$ cat src/rtl/mmio_bridge_pkg.sv
// Shared types and constants for the MMIO initiator and its timer.
package mmio_bridge_pkg;

  typedef enum logic [1:0] {
    StIdle,
    StIssue,
    StRdWait,
    StResp
  } state_e;

  localparam logic [31:0] ErrRdataDefault = 32'hDEADBEEF;
  localparam int unsigned MmioAddrW       = 30;

endpackage

$ cat src/rtl/mmio_initiator_if.sv
// CPU request/response channel plus MMIO bus signals around the initiator.
interface mmio_initiator_if;
  import mmio_bridge_pkg::*;

  logic                 cpu_req_valid;
  logic                 cpu_req_ready;
  logic                 cpu_req_we;
  logic [31:0]          cpu_req_addr;
  logic [3:0]           cpu_req_be;
  logic [31:0]          cpu_req_data;
  logic                 cpu_rsp_valid;
  logic                 cpu_rsp_ready;
  logic [31:0]          cpu_rsp_data;
  logic                 cpu_rsp_err;
  logic                 mmio_en;
  logic                 mmio_we;
  logic [MmioAddrW-1:0] mmio_waddr;
  logic [3:0]           mmio_be;
  logic [31:0]          mmio_din;
  logic [31:0]          mmio_dout;
  logic                 mmio_hold;

  // Initiator view.
  modport master (
    input  cpu_req_valid, cpu_req_we, cpu_req_addr, cpu_req_be, cpu_req_data,
    input  cpu_rsp_ready, mmio_dout, mmio_hold,
    output cpu_req_ready, cpu_rsp_valid, cpu_rsp_data, cpu_rsp_err,
    output mmio_en, mmio_we, mmio_waddr, mmio_be, mmio_din
  );

  // CPU plus responder view.
  modport slave (
    output cpu_req_valid, cpu_req_we, cpu_req_addr, cpu_req_be, cpu_req_data,
    output cpu_rsp_ready, mmio_dout, mmio_hold,
    input  cpu_req_ready, cpu_rsp_valid, cpu_rsp_data, cpu_rsp_err,
    input  mmio_en, mmio_we, mmio_waddr, mmio_be, mmio_din
  );

endinterface

$ cat src/rtl/mmio_hold_timer.sv
// Counts consecutive hold cycles of an issued access; flags the last allowed one.
module mmio_hold_timer #(
  parameter int unsigned TIMEOUT_CYCLES = 255
) (
  input  logic clk,
  input  logic rst_n,
  input  logic clear,
  input  logic enable,
  output logic expired
);

  localparam int unsigned     CntW    = $clog2(TIMEOUT_CYCLES + 1);
  localparam logic [CntW-1:0] LastCnt = CntW'(TIMEOUT_CYCLES - 1);
  localparam logic [CntW-1:0] MaxCnt  = CntW'(TIMEOUT_CYCLES);

  logic [CntW-1:0] cnt_q, cnt_d;

  always_comb begin
    cnt_d = cnt_q;
    if (clear) begin
      cnt_d = '0;
    end else if (enable && (cnt_q != MaxCnt)) begin
      cnt_d = cnt_q + CntW'(1);
    end
  end

  always_ff @(posedge clk or negedge rst_n) begin
    if (!rst_n) begin
      cnt_q <= '0;
    end else begin
      cnt_q <= cnt_d;
    end
  end

  // This hold edge would push the count to TIMEOUT_CYCLES: abort now.
  assign expired = enable && (cnt_q == LastCnt);

endmodule

$ cat src/rtl/mmio_initiator.sv
// MMIO bus initiator: single-beat CPU loads/stores with hold timeout and alignment check.
module mmio_initiator
  import mmio_bridge_pkg::*;
#(
  parameter int unsigned TIMEOUT_CYCLES = 255,
  parameter logic [31:0] ERR_RDATA      = ErrRdataDefault
) (
  input logic              clk,
  input logic              rst_n,
  mmio_initiator_if.master bus
);

  state_e               state_q, state_d;
  logic                 ready_q, ready_d;
  logic                 en_q, en_d;
  logic                 we_q, we_d;
  logic [MmioAddrW-1:0] waddr_q, waddr_d;
  logic [3:0]           be_q, be_d;
  logic [31:0]          din_q, din_d;
  logic                 rsp_valid_q, rsp_valid_d;
  logic [31:0]          rsp_data_q, rsp_data_d;
  logic                 rsp_err_q, rsp_err_d;
  logic                 timer_clear;
  logic                 timer_expired;

  mmio_hold_timer #(
    .TIMEOUT_CYCLES(TIMEOUT_CYCLES)
  ) u_hold_timer (
    .clk    (clk),
    .rst_n  (rst_n),
    .clear  (timer_clear),
    .enable (state_q == StIssue && bus.mmio_hold),
    .expired(timer_expired)
  );

  always_comb begin
    state_d     = state_q;
    ready_d     = ready_q;
    en_d        = en_q;
    we_d        = we_q;
    waddr_d     = waddr_q;
    be_d        = be_q;
    din_d       = din_q;
    rsp_valid_d = rsp_valid_q;
    rsp_data_d  = rsp_data_q;
    rsp_err_d   = rsp_err_q;
    timer_clear = 1'b0;

    unique case (state_q)
      StIdle: begin
        ready_d = 1'b1;
        if (ready_q && bus.cpu_req_valid) begin
          ready_d = 1'b0;
          if (bus.cpu_req_addr[1:0] != 2'b00) begin
            state_d     = StResp;
            rsp_valid_d = 1'b1;
            rsp_err_d   = 1'b1;
            rsp_data_d  = bus.cpu_req_we ? 32'h0 : ERR_RDATA;
          end else begin
            state_d     = StIssue;
            en_d        = 1'b1;
            we_d        = bus.cpu_req_we;
            waddr_d     = bus.cpu_req_addr[31:2];
            be_d        = bus.cpu_req_be;
            din_d       = bus.cpu_req_data;
            timer_clear = 1'b1;
          end
        end
      end
      StIssue: begin
        // we_q still holds the request direction while EN is high.
        if (!bus.mmio_hold) begin
          en_d = 1'b0;
          we_d = 1'b0;
          if (we_q) begin
            state_d     = StResp;
            rsp_valid_d = 1'b1;
            rsp_err_d   = 1'b0;
            rsp_data_d  = 32'h0;
          end else begin
            state_d = StRdWait;
          end
        end else if (timer_expired) begin
          en_d        = 1'b0;
          we_d        = 1'b0;
          state_d     = StResp;
          rsp_valid_d = 1'b1;
          rsp_err_d   = 1'b1;
          rsp_data_d  = we_q ? 32'h0 : ERR_RDATA;
        end
      end
      StRdWait: begin
        state_d     = StResp;
        rsp_valid_d = 1'b1;
        rsp_err_d   = 1'b0;
        rsp_data_d  = bus.mmio_dout;
      end
      StResp: begin
        if (bus.cpu_rsp_ready) begin
          state_d     = StIdle;
          rsp_valid_d = 1'b0;
          ready_d     = 1'b1;
        end
      end
      default: begin
        state_d = StIdle;
      end
    endcase
  end

  always_ff @(posedge clk or negedge rst_n) begin
    if (!rst_n) begin
      state_q     <= StIdle;
      ready_q     <= 1'b0;
      en_q        <= 1'b0;
      we_q        <= 1'b0;
      waddr_q     <= '0;
      be_q        <= '0;
      din_q       <= '0;
      rsp_valid_q <= 1'b0;
      rsp_data_q  <= '0;
      rsp_err_q   <= 1'b0;
    end else begin
      state_q     <= state_d;
      ready_q     <= ready_d;
      en_q        <= en_d;
      we_q        <= we_d;
      waddr_q     <= waddr_d;
      be_q        <= be_d;
      din_q       <= din_d;
      rsp_valid_q <= rsp_valid_d;
      rsp_data_q  <= rsp_data_d;
      rsp_err_q   <= rsp_err_d;
    end
  end

  assign bus.cpu_req_ready = ready_q;
  assign bus.cpu_rsp_valid = rsp_valid_q;
  assign bus.cpu_rsp_data  = rsp_data_q;
  assign bus.cpu_rsp_err   = rsp_err_q;
  assign bus.mmio_en       = en_q;
  assign bus.mmio_we       = we_q;
  assign bus.mmio_waddr    = waddr_q;
  assign bus.mmio_be       = be_q;
  assign bus.mmio_din      = din_q;

endmodule

$ cat src/flat_wrapper.sv
// flat-port wrapper written by rule: the top's interface ports become plain ports
module mmio_initiator_flat import mmio_bridge_pkg::*;
#(
  parameter int unsigned TIMEOUT_CYCLES = 255,
  parameter logic [31:0] ERR_RDATA      = ErrRdataDefault
)
  (clk, rst_n, bus_cpu_req_valid, bus_cpu_req_we, bus_cpu_req_addr, bus_cpu_req_be, bus_cpu_req_data, bus_cpu_rsp_ready, bus_mmio_dout, bus_mmio_hold, bus_cpu_req_ready, bus_cpu_rsp_valid, bus_cpu_rsp_data, bus_cpu_rsp_err, bus_mmio_en, bus_mmio_we, bus_mmio_waddr, bus_mmio_be, bus_mmio_din);
  mmio_initiator_if bus_i ();
  input logic clk;
  input logic rst_n;
  input wire logic [$bits(bus_i.cpu_req_valid)-1:0] bus_cpu_req_valid;
  input wire logic [$bits(bus_i.cpu_req_we)-1:0] bus_cpu_req_we;
  input wire logic [$bits(bus_i.cpu_req_addr)-1:0] bus_cpu_req_addr;
  input wire logic [$bits(bus_i.cpu_req_be)-1:0] bus_cpu_req_be;
  input wire logic [$bits(bus_i.cpu_req_data)-1:0] bus_cpu_req_data;
  input wire logic [$bits(bus_i.cpu_rsp_ready)-1:0] bus_cpu_rsp_ready;
  input wire logic [$bits(bus_i.mmio_dout)-1:0] bus_mmio_dout;
  input wire logic [$bits(bus_i.mmio_hold)-1:0] bus_mmio_hold;
  output wire logic [$bits(bus_i.cpu_req_ready)-1:0] bus_cpu_req_ready;
  output wire logic [$bits(bus_i.cpu_rsp_valid)-1:0] bus_cpu_rsp_valid;
  output wire logic [$bits(bus_i.cpu_rsp_data)-1:0] bus_cpu_rsp_data;
  output wire logic [$bits(bus_i.cpu_rsp_err)-1:0] bus_cpu_rsp_err;
  output wire logic [$bits(bus_i.mmio_en)-1:0] bus_mmio_en;
  output wire logic [$bits(bus_i.mmio_we)-1:0] bus_mmio_we;
  output wire logic [$bits(bus_i.mmio_waddr)-1:0] bus_mmio_waddr;
  output wire logic [$bits(bus_i.mmio_be)-1:0] bus_mmio_be;
  output wire logic [$bits(bus_i.mmio_din)-1:0] bus_mmio_din;
  assign bus_i.cpu_req_valid = bus_cpu_req_valid;
  assign bus_i.cpu_req_we = bus_cpu_req_we;
  assign bus_i.cpu_req_addr = bus_cpu_req_addr;
  assign bus_i.cpu_req_be = bus_cpu_req_be;
  assign bus_i.cpu_req_data = bus_cpu_req_data;
  assign bus_i.cpu_rsp_ready = bus_cpu_rsp_ready;
  assign bus_i.mmio_dout = bus_mmio_dout;
  assign bus_i.mmio_hold = bus_mmio_hold;
  assign bus_cpu_req_ready = bus_i.cpu_req_ready;
  assign bus_cpu_rsp_valid = bus_i.cpu_rsp_valid;
  assign bus_cpu_rsp_data = bus_i.cpu_rsp_data;
  assign bus_cpu_rsp_err = bus_i.cpu_rsp_err;
  assign bus_mmio_en = bus_i.mmio_en;
  assign bus_mmio_we = bus_i.mmio_we;
  assign bus_mmio_waddr = bus_i.mmio_waddr;
  assign bus_mmio_be = bus_i.mmio_be;
  assign bus_mmio_din = bus_i.mmio_din;
  mmio_initiator #(.TIMEOUT_CYCLES(TIMEOUT_CYCLES), .ERR_RDATA(ERR_RDATA)) u_core (.clk(clk), .rst_n(rst_n), .bus(bus_i));
endmodule
$ cat config.mk
export PLATFORM = sky130hd
export DESIGN_NAME = mmio_initiator_flat
export DESIGN_NICKNAME = d
export VERILOG_FILES = /design/src/rtl/mmio_bridge_pkg.sv /design/src/rtl/mmio_initiator_if.sv /design/src/rtl/mmio_hold_timer.sv /design/src/rtl/mmio_initiator.sv /design/src/flat_wrapper.sv
export SDC_FILE = /design/constraint.sdc
export NUM_CORES = 1
export LEC_CHECK = 0
export BUFFER_PORTS_ARGS = -buffer_cell sky130_fd_sc_hd__buf_2
export CAP_MARGIN = 10
export CORE_MARGIN = 4
export CORE_UTILIZATION = 43
export DETAILED_ROUTE_END_ITERATION = 10
export GPL_ROUTABILITY_DRIVEN = 0
export PLACE_DENSITY = 0.77
export SLEW_MARGIN = 30
export SYNTH_ARGS = -nofsm -noshare
export SYNTH_HDL_FRONTEND = slang
export SYNTH_SLANG_ARGS = --single-unit
export TNS_END_PERCENT = 30
$ cat constraint.sdc
create_clock -name clk -period 2 [get_ports clk]
set_clock_uncertainty 0.15 [all_clocks]
set_input_delay 0.4 -clock clk [delete_from_list [all_inputs] [get_ports clk]]
set_output_delay 0.4 -clock clk [all_outputs]
set_load 0.05 [all_outputs]
==> results of run 1 <==
==> logic make-up (layout without fill, tap and decap cells) <==
family,after synthesis,in the layout,synth area share
AOI/OAI and AO/OA,45,45,0.0589
xor gates and xnor gates,5,5,0.00885
adders and majority gates,7,7,0.0177
buffers and inverters,37,285,0.0372
DFF,113,113,0.572
muxes,100,100,0.242
other,0,1,0
and+or+nand+nor,68,68,0.0637
==> area by class of cell <==
class                   instances  share of cell area
clock inverters                10              0.0253
clock buffers                  22              0.0647
flip-flops and latches        113               0.395
diodes                          1            0.000349
inverters                      15             0.00785
well taps                     140              0.0244
repair buffers                238               0.201
multi-input cells             225               0.282
==> metal layers <==
metal,global-route usage,vias up
li1,-,1774
met1,0.224,1836
met2,0.340,164
met3,0.0737,23
met4,0.0634,2
met5,0,-
==> worst max path at each step <==
stage               cells past startpoint                          end  slack, ps
finish                                  8  u_core.bus.cpu_rsp_data[15]         10
global route                            7      u_core.bus.mmio_din[31]        -60
CTS                                     7  u_core.bus.cpu_rsp_data[15]         -3
detailed placement                      6       u_core.bus.mmio_din[6]       -100
global placement                        6  u_core.bus.cpu_rsp_data[18]         10
floorplan                               8      u_core.bus.mmio_din[21]      -0.05
==> layout by cell type, fill, tap and decap left out, types with 2 or more instances in the layout <==
master     count
buf_2        207
inv_2          2
nand2_1       38
clkbuf_16     17
a211oi_1       5
buf_12         7
ha_1           5
nor3_1         2
xnor2_1        5
a21oi_1       24
buf_4         18
buf_16         4
o21ai_0        4
clkinv_2       3
clkbuf_1       3
nand3_1        5
nand4_1        3
mux2i_1        9
clkbuf_8       2
o2bb2ai_1      2
inv_1         13
nor2_1        13
bufinv_16      5
mux2_4        33
mux2_2        58
dfrtp_1      112
==> flip-flops by register name (all words and copies together), names as in the netlist <==
| name | count |
|---|---|
| u_core.bus.mmio_we | 1 |
| u_core.bus.mmio_en | 1 |
| u_core.bus.cpu_rsp_valid | 1 |
| u_core.bus.mmio_din | 32 |
| u_core.u_hold_timer.cnt_q | 8 |
| u_core.bus.cpu_rsp_data | 32 |
| u_core.bus.cpu_req_ready | 1 |
| u_core.bus.mmio_waddr | 30 |
| u_core.state_q | 2 |
| u_core.bus.cpu_rsp_err | 1 |
| u_core.bus.mmio_be | 4 |
==> Yosys cell counts (all sizes together) <==
library cell and number:
o21bai 1, nand2 38, xnor2 5, a2111oi 1, nand4b 1, nand4 3, a21oi 25, mux2i 9
o21ai 4, nor2b 3, nor2 13, nand3 5, inv 15, ha 7, clkbuf 9, a32o 1
mux2 91, a41o 1, o211ai 1, o32a 1, a41oi 1, dfrtp 113, o211a 1, buf 13
nor3 2, a211oi 5, o21a 1, nor4 1, o2bb2ai 2, and4 1, nor3b 1
==> repair_timing <==
item	in CTS	in global routing
gates resized for setup	5	13
hold endpoints to repair	87	0
setup buffers	6	1
gates cloned	2	0
setup endpoints to repair	97	99
hold buffers	1	0
==> stage by stage <==
step,setup TNS [ps],worst slack (ps),utilization,instance area (sq um)
3_5_place_dp,-4220,-95.6,0.573,6320
2_1_floorplan,-0.543,-0.0543,-,4980
4_1_cts,-4.05,-3.36,0.644,7110
3_3_place_gp,0,12.3,0.573,6320
6_report,0,12.7,0.650,7170
5_1_grt,-2160,-57.5,0.650,7170
==> out/results.ini, run 1 <==
[cts]
cts_sinks = 113
cts_tree = yes
numCtsBuffers = 17
clkLatencyLatePin_ps = 400
cts_htree_levels = 4
ctsRootBufferMaster = clkbuf_16
clock_path_buffers = 2
clkTransAtPathRegs_ps = 50

[final_layout]
multi_input_area_sq_um = 2020
num-fill-cells = 831
syn2layout_area_growth_pct = 44.9
drive_above_1_share = 0.591
finalNonFillerCells = 764
layout.nets = 723
seq_area_sq_um = 2830

[floorplan]
die_x_um = 115
die_area_sq_um = 13300
rows = 38
ios = 209
die_h_um = 115
core_area_sq_um = 11000
start_util = 0.449

[critical_path]
crit_slowest_cell = dfrtp_1
crit_chain = inv_2 -> ha_4 -> nor3b_4 -> buf_4 -> a21oi_4 -> nand4b_4 -> buf_12 -> mux2_4
r2r_slack_ps = 10
critPathRequiredTime_ps = 2130
startpoint = u_core.state_q[0]
start_kind = flip-flop
critPathMaxStageDelay_ps = 380
critical_path_class = flip-flop to flip-flop
path_buf_inv = 3
worstPathArrival_ps = 2120
reg2reg_depth = 8
critPathMaxFanout = 20
endpoint_kind = flip-flop
r2r-start = u_core.state_q[0]
reg2reg_to = u_core.bus.cpu_rsp_data[15]
crit_family = buffers and inverters

[placement]
place_inst = 721
hpwl_um = 9170
numPortBuffers = 208

[yosys]
avgSynthCellArea_sq_um = 13.2
yosysTopAreaCellShare = 0.572
yosysTopAreaCell = dfrtp_1
yosysWarnings = 0
synth_cell_types = 34
synth-seq-area-share = 0.572
syn-num-nets = 488
ys_seq_elements = 113
postSynthCellCount = 375
netlist_area_sq_um = 4950
synth_area_leaders = dfrtp_1 57%, mux2_2 16%, mux2_4 6.7%, nand2_1 2.9%, a21oi_1 2.5%

[run]
max_cap_viol_count = 0

[hold_path]
hold_end = u_core.bus.mmio_waddr[9]
hold_path.class = input port to flip-flop
hold_depth = 2
hold_start = bus_cpu_req_addr[11]

[route]
wl_um = 12900
viasPerCell = 4.97
wl_met2_um = 6460
drt_first_pass_iters = 4
drc = 0
dr.max_layer_used = met5
final_antenna_net_count = 0
via_count = 3799
wl_met1_um = 4960
route.met3.wl_um = 1210
first_iter_violations = 168
wl_per_cell_um = 16.8

[sta]
finalMaxSlewViolations = 0
rsz0062_at_grt = true
setup_viol = 0
hold_slack_ps = 73.9
maxClockFrequency_mhz = 503
relSlewSlack = 0.668
hold_viol = 0
period_share = 0.994
min_period_ps = 1990
worst_pin_slew_ps = 485

[status]
status = completed

[grt]
grt_pass1_wl_um = 20300
grt_pass1_vias = 4009
antenna_found_initial = 2
overflow = 0
grt_max_degree = 41
track_usage = 0.196

Power of run 1 is left out: the tool's default activity adds up to more than one toggle a clock period on the data nets, which glitch-free logic cannot reach.
==> run 2: changes to the inputs <==
--- a/config.mk
+++ b/config.mk
@@ -5,13 +5,13 @@
 export SDC_FILE = /design/constraint.sdc
 export NUM_CORES = 1
 export LEC_CHECK = 0
-export BUFFER_PORTS_ARGS = -buffer_cell sky130_fd_sc_hd__buf_2
+export BUFFER_PORTS_ARGS = -buffer_cell sky130_fd_sc_hd__clkbuf_2
 export CAP_MARGIN = 10
 export CORE_MARGIN = 4
-export CORE_UTILIZATION = 43
+export CORE_UTILIZATION = 52
 export DETAILED_ROUTE_END_ITERATION = 10
 export GPL_ROUTABILITY_DRIVEN = 0
-export PLACE_DENSITY = 0.77
+export PLACE_DENSITY = 0.87
 export SLEW_MARGIN = 30
 export SYNTH_ARGS = -nofsm -noshare
 export SYNTH_HDL_FRONTEND = slang
==> constraint.sdc (replaced) <==
create_clock -name clk -period 2.38 [get_ports clk]
set_clock_uncertainty 0.15 [all_clocks]
set_input_delay 0.476 -clock clk [delete_from_list [all_inputs] [get_ports clk]]
set_output_delay 0.476 -clock clk [all_outputs]
set_load 0.05 [all_outputs]
==> out/results.ini, run 2 (synthesized netlist as in run 1, its figures left out) <==
[status]
status = completed

[placement]
placed_area_sq_um = 6160
numPortBuffers = 208
hpwl_um = 9040

[critical_path]
critical_path_class = flip-flop to flip-flop
reg2reg_to = u_core.bus.cpu_rsp_data[15]
endpoint_kind = flip-flop
r2r-start = u_core.state_q[0]
critPathMaxStageDelay_ps = 410
critPathMaxFanout = 16
crit_slowest_cell = dfrtp_1
r2r_slack_ps = 150
critPathRequiredTime_ps = 2620
crit_chain = inv_1 -> ha_1 -> nor3b_4 -> a21oi_1 -> nand4b_4 -> buf_12 -> mux2_4
worstPathArrival_ps = 2470
crit_family = flip-flops
reg2reg_depth = 7
start_kind = flip-flop
path_buf_inv = 2

[final_layout]
final_cell_mix = 207 x clkbuf_2, 113 x dfrtp_1, 69 x mux2_2, 38 x nand2_1, 25 x a21oi_1
syn2layout_area_growth_pct = 36.1
diodes = 0
layout.nets = 705
final_area_sq_um = 6730
drive_above_1_share = 0.572
num-fill-cells = 650
final_common_cell = clkbuf_2

[sta]
finalMaxSlewViolations = 0
min_period_ps = 2230
hold_viol = 0
worst_pin_slew_ps = 573
finalSetupTns_ps = 0
maxClockFrequency_mhz = 448
relSlewSlack = 0.618
rsz0062_at_grt = false
period_share = 0.939
setup_viol = 0

[route]
drc = 0
wl_per_cell_um = 17.1
final_antenna_net_count = 0
via_count = 3774
first_iter_violations = 233
viasPerCell = 5.14
drt_first_pass_iters = 6
wl_um = 12500

[floorplan]
die_x_um = 106
die_h_um = 106
die_area_sq_um = 11100
core_area_sq_um = 9240
start_util = 0.535
ios = 209
rows = 35

[grt]
met1_usage = 0.277
track_usage = 0.231
grt_max_degree = 68
antenna_found_initial = 0
grt_pass1_wl_um = 20500
use_met2 = 0.398
grt_pass1_vias = 4135
busiest_layer = met2
overflow = 0
grtUsageMet3 = 0.0563

[cts]
ctsRootBufferMaster = clkbuf_8
cts_tree = yes
cts_sinks = 113
clock_path_buffers = 2
cts_htree_levels = 4
numCtsBuffers = 17
clkLatencyLatePin_ps = 510
clkTransAtPathRegs_ps = 70

[run]
max_cap_viol_count = 0

[hold_path]
hold_start = bus_cpu_req_be[3]
hold_depth = 2
hold_end = u_core.bus.mmio_be[3]
hold_path.class = input port to flip-flop

==> run 2: area by class of cell <==
| cell class | count | area (sq um) | area share |
|---|---|---|---|
| Sequential cell | 113 | 2830 | 0.420 |
| Multi-Input combinational cell | 225 | 1950 | 0.290 |
| Tap cell | 129 | 161 | 0.0240 |
| Clock inverter | 14 | 123 | 0.0182 |
| Clock buffer | 18 | 428 | 0.0636 |
| Timing Repair Buffer | 220 | 1190 | 0.176 |
| Inverter | 15 | 56.3 | 0.00836 |
==> run 2: metal layers <==
layer  up-vias  wire length, um
met2       128             6680
li1       1740                -
met3        30              617
met1      1876             4930
met5         -                0
met4         0              321
==> run 2: worst max-delay path by stage <==
| stage | end | from | cells past startpoint | slack, ps |
|---|---|---|---|---|
| floorplan | u_core.bus.mmio_din[21] | u_core.state_q[0] | 8 | 200 |
| CTS | u_core.bus.mmio_din[2] | u_core.state_q[1] | 6 | 120 |
| finish | u_core.bus.cpu_rsp_data[15] | u_core.state_q[0] | 7 | 150 |
| global placement | u_core.bus.cpu_rsp_data[1] | u_core.state_q[0] | 7 | 280 |
| detailed placement | u_core.bus.mmio_din[27] | u_core.state_q[0] | 6 | 120 |
| global route | u_core.bus.mmio_din[30] | u_core.state_q[1] | 6 | 60 |
==> run 2: timing repair <==
| item | in CTS | in global routing |
|---|---|---|
| setup buffers | 0 | 0 |
| resized for setup | 0 | 1 |
| setup endpoints to repair | 0 | 9 |
| hold endpoints to repair | 113 | 0 |
| hold buffers | 1 | 0 |
==> run 2: metrics by stage <==
| step | std cells | hold WS, ps | worst slack [ps] | utilization |
|---|---|---|---|---|
| after floorplan | 375 | 30.4 | 195 | - |
| after global placement | 701 | 338 | 277 | 0.667 |
| after detailed placement | 701 | 346 | 122 | 0.667 |
| after CTS | 734 | 24.9 | 121 | 0.728 |
| after global routing | 734 | 22.5 | 59.7 | 0.729 |
| final | 734 | 41.0 | 146 | 0.729 |
Power of run 2 is left out for the same reason.
==> run 3: changes to the inputs <==
--- a/config.mk
+++ b/config.mk
@@ -11,9 +11,10 @@
 export CORE_UTILIZATION = 52
 export DETAILED_ROUTE_END_ITERATION = 10
 export GPL_ROUTABILITY_DRIVEN = 0
-export PLACE_DENSITY = 0.87
+export PLACE_DENSITY = 0.86
 export SLEW_MARGIN = 30
 export SYNTH_ARGS = -nofsm -noshare
 export SYNTH_HDL_FRONTEND = slang
+export SYNTH_HIERARCHICAL = 1
 export SYNTH_SLANG_ARGS = --single-unit
 export TNS_END_PERCENT = 30
==> out/results.ini, run 3 <==
[final_layout]
final_cell_mix = 207 x clkbuf_2, 113 x dfrtp_1, 63 x mux2_2, 31 x o21ai_0, 30 x a21oi_1
seq_area_sq_um = 2830
syn2layout_area_growth_pct = 36.4
multi_input_area_sq_um = 2100
final_common_cell = clkbuf_2
final_area_sq_um = 6980
diodes = 0
num-fill-cells = 614
drive_above_1_share = 0.581
final_core_util = 0.742
layout.nets = 713

[route]
drt_first_pass_iters = 4
drc = 0
final_antenna_net_count = 0
wl_per_cell_um = 18.3
wl_um = 13600
first_iter_violations = 205
via_count = 3908
viasPerCell = 5.27

[yosys]
postSynthCellCount = 383
synth-seq-area-share = 0.552
yosys.cell_count.top_type = dfrtp_1
synth_cell_types = 37
yosysTopAreaCell = dfrtp_1
synth_area_leaders = dfrtp_1 55%, mux2_2 14%, mux2_4 8.5%, o21ai_0 3.0%, a21oi_1 2.9%
async_reset_ff_frac = 1.00
synth_edf_count = 0
yosysTopAreaCellShare = 0.552
netlist_area_sq_um = 5120
ys_seq_elements = 113
synth_common_cells = 113 x dfrtp_1, 63 x mux2_2, 31 x o21ai_0
syn-num-nets = 496
synth_top_flop_cell = dfrtp_1
yosysWarnings = 6
avgSynthCellArea_sq_um = 13.4

[critical_path]
reg2reg_to = u_core/bus.mmio_din[27]
startpoint = u_core/state_q[0]
reg2reg_depth = 6
start_kind = flip-flop
worstPathArrival_ps = 2560
endpoint_kind = flip-flop
r2r-start = u_core/state_q[0]
r2r_slack_ps = 40
critPathRequiredTime_ps = 2610
critPathMaxFanout = 39
crit_end = u_core/bus.mmio_din[27]
critical_path_class = flip-flop to flip-flop

[floorplan]
start_util = 0.544
ios = 209
rows = 35
core_area_sq_um = 9420
die_x_um = 107
die_area_sq_um = 11500
die_h_um = 107

[cts]
ctsRootBufferMaster = clkbuf_8
clkTransAtPathRegs_ps = 60
clkLatencyLatePin_ps = 490
clock_path_buffers = 2
cts_tree = yes
cts_sinks = 113
numCtsBuffers = 17
cts_htree_levels = 4

[grt]
grt_pass1_vias = 4103
grt_max_degree = 47
track_usage = 0.232
grt_pass1_wl_um = 20800
antenna_found_initial = 0
overflow = 0

[sta]
rsz0062_at_grt = true
min_period_ps = 2340
hold_viol = 0
period_share = 0.982
relSlewSlack = 0.616
hold_slack_ps = 49.5
maxClockFrequency_mhz = 428
finalMaxSlewViolations = 0
setup_viol = 0
worst_pin_slew_ps = 576

[hold_path]
hold_path.class = input port to flip-flop
hold_depth = 3

[placement]
hpwl_um = 9370
numPortBuffers = 208
placed_area_sq_um = 6280

[pwr]
p_leak_nw = 3.58
ir_worst_vdd_uv = 1120
power_per_cell_area_nw_per_um2 = 1780

[status]
status = completed

[run]
max_cap_viol_count = 0

## run 3: cell types whose count changed in the layout (fill, tap and decap cells not counted), moves of 4 or more
cell / before / now
o21ai_0: 4 / 31
nand2_1: 38 / 12
mux2_4: 22 / 29
nor2_1: 13 / 6
mux2_2: 69 / 63
a21oi_1: 25 / 30
xnor2_1: 5 / 0
mux2_1: 0 / 4
## run 3: final cells by class
type                    instances  share of cell area
inverters                      17             0.00914
flip-flops and latches        113               0.405
multi-input cells             230               0.301
clock inverters                14              0.0262
repair buffers                221               0.176
well taps                     129              0.0231
clock buffers                  18              0.0599
## run 3: routing by layer
layer / track usage / vias up / part of all wire
met4: 0.0959 / 0 / 0.019
met3: 0.0488 / 20 / 0.051
met2: 0.418 / 149 / 0.55
li1: - / 1797 / -
met5: 0 / - / 0
met1: 0.266 / 1942 / 0.38
## run 3: kinds of logic after synthesis
kind of cell / share of synthesized area
AOI/OAI and AO/OA: 0.0831
buffers and inverters: 0.0472
adders and majority gates: 0.0171
DFF: 0.552
muxes: 0.250
and+or+nand+nor: 0.0501
## run 3: repair_timing
action                                 in CTS  in global routing
gates resized for setup                     1                  7
setup endpoints to repair                   1                 66
cloned                                      0                  2
pin swaps                                   0                  1
buffers inserted                            0                  1
hold buffers                                1                  0
endpoints found under the hold margin      40                  0
## run 3: critical path, cell delays in order (launching register included)
cell	delay (ps)
dfrtp_1	420
inv_1	130
ha_2	200
nor3b_4	350
and3_4	330
buf_12	250
mux2_2	370
## run 3: where the power goes
part	switching [mW]	total (mW)	internal, mW
sequential	0.532	3.28	2.75
combinational	4.42	6.63	2.20
clock	0.934	2.55	1.61
total	5.89	12.5	6.57
## run 3: how the worst min path moves through the flow
stage	from	slack, ps	to
after floorplan	rst_n	30	u_core/bus.cpu_req_ready
after global placement	u_core/bus.cpu_rsp_valid	330	u_core/bus.cpu_rsp_valid
after detailed placement	u_core/bus.cpu_rsp_data[19]	340	u_core/bus.cpu_rsp_data[19]
after CTS	bus_mmio_dout[4]	30	u_core/bus.cpu_rsp_data[4]
after global routing	bus_cpu_req_addr[24]	30	u_core/bus.mmio_waddr[22]
final	bus_mmio_dout[4]	50	u_core/bus.cpu_rsp_data[4]
## run 3: stage by stage
stage / setup TNS (ps) / instances / setup WS, ps / total power, mW
final: 0 / 742 / 42.1 / 12.5
after global routing: -790 / 742 / -35.2 / 13.0
after global placement: 0 / 706 / 125 / 9.39
after detailed placement: 0 / 706 / 32.2 / 9.60
after floorplan: 0 / 383 / 4.86 / 8.09
after CTS: 0 / 739 / 10.4 / 12.2
Note: power is estimated with default switching activity, not from simulation.
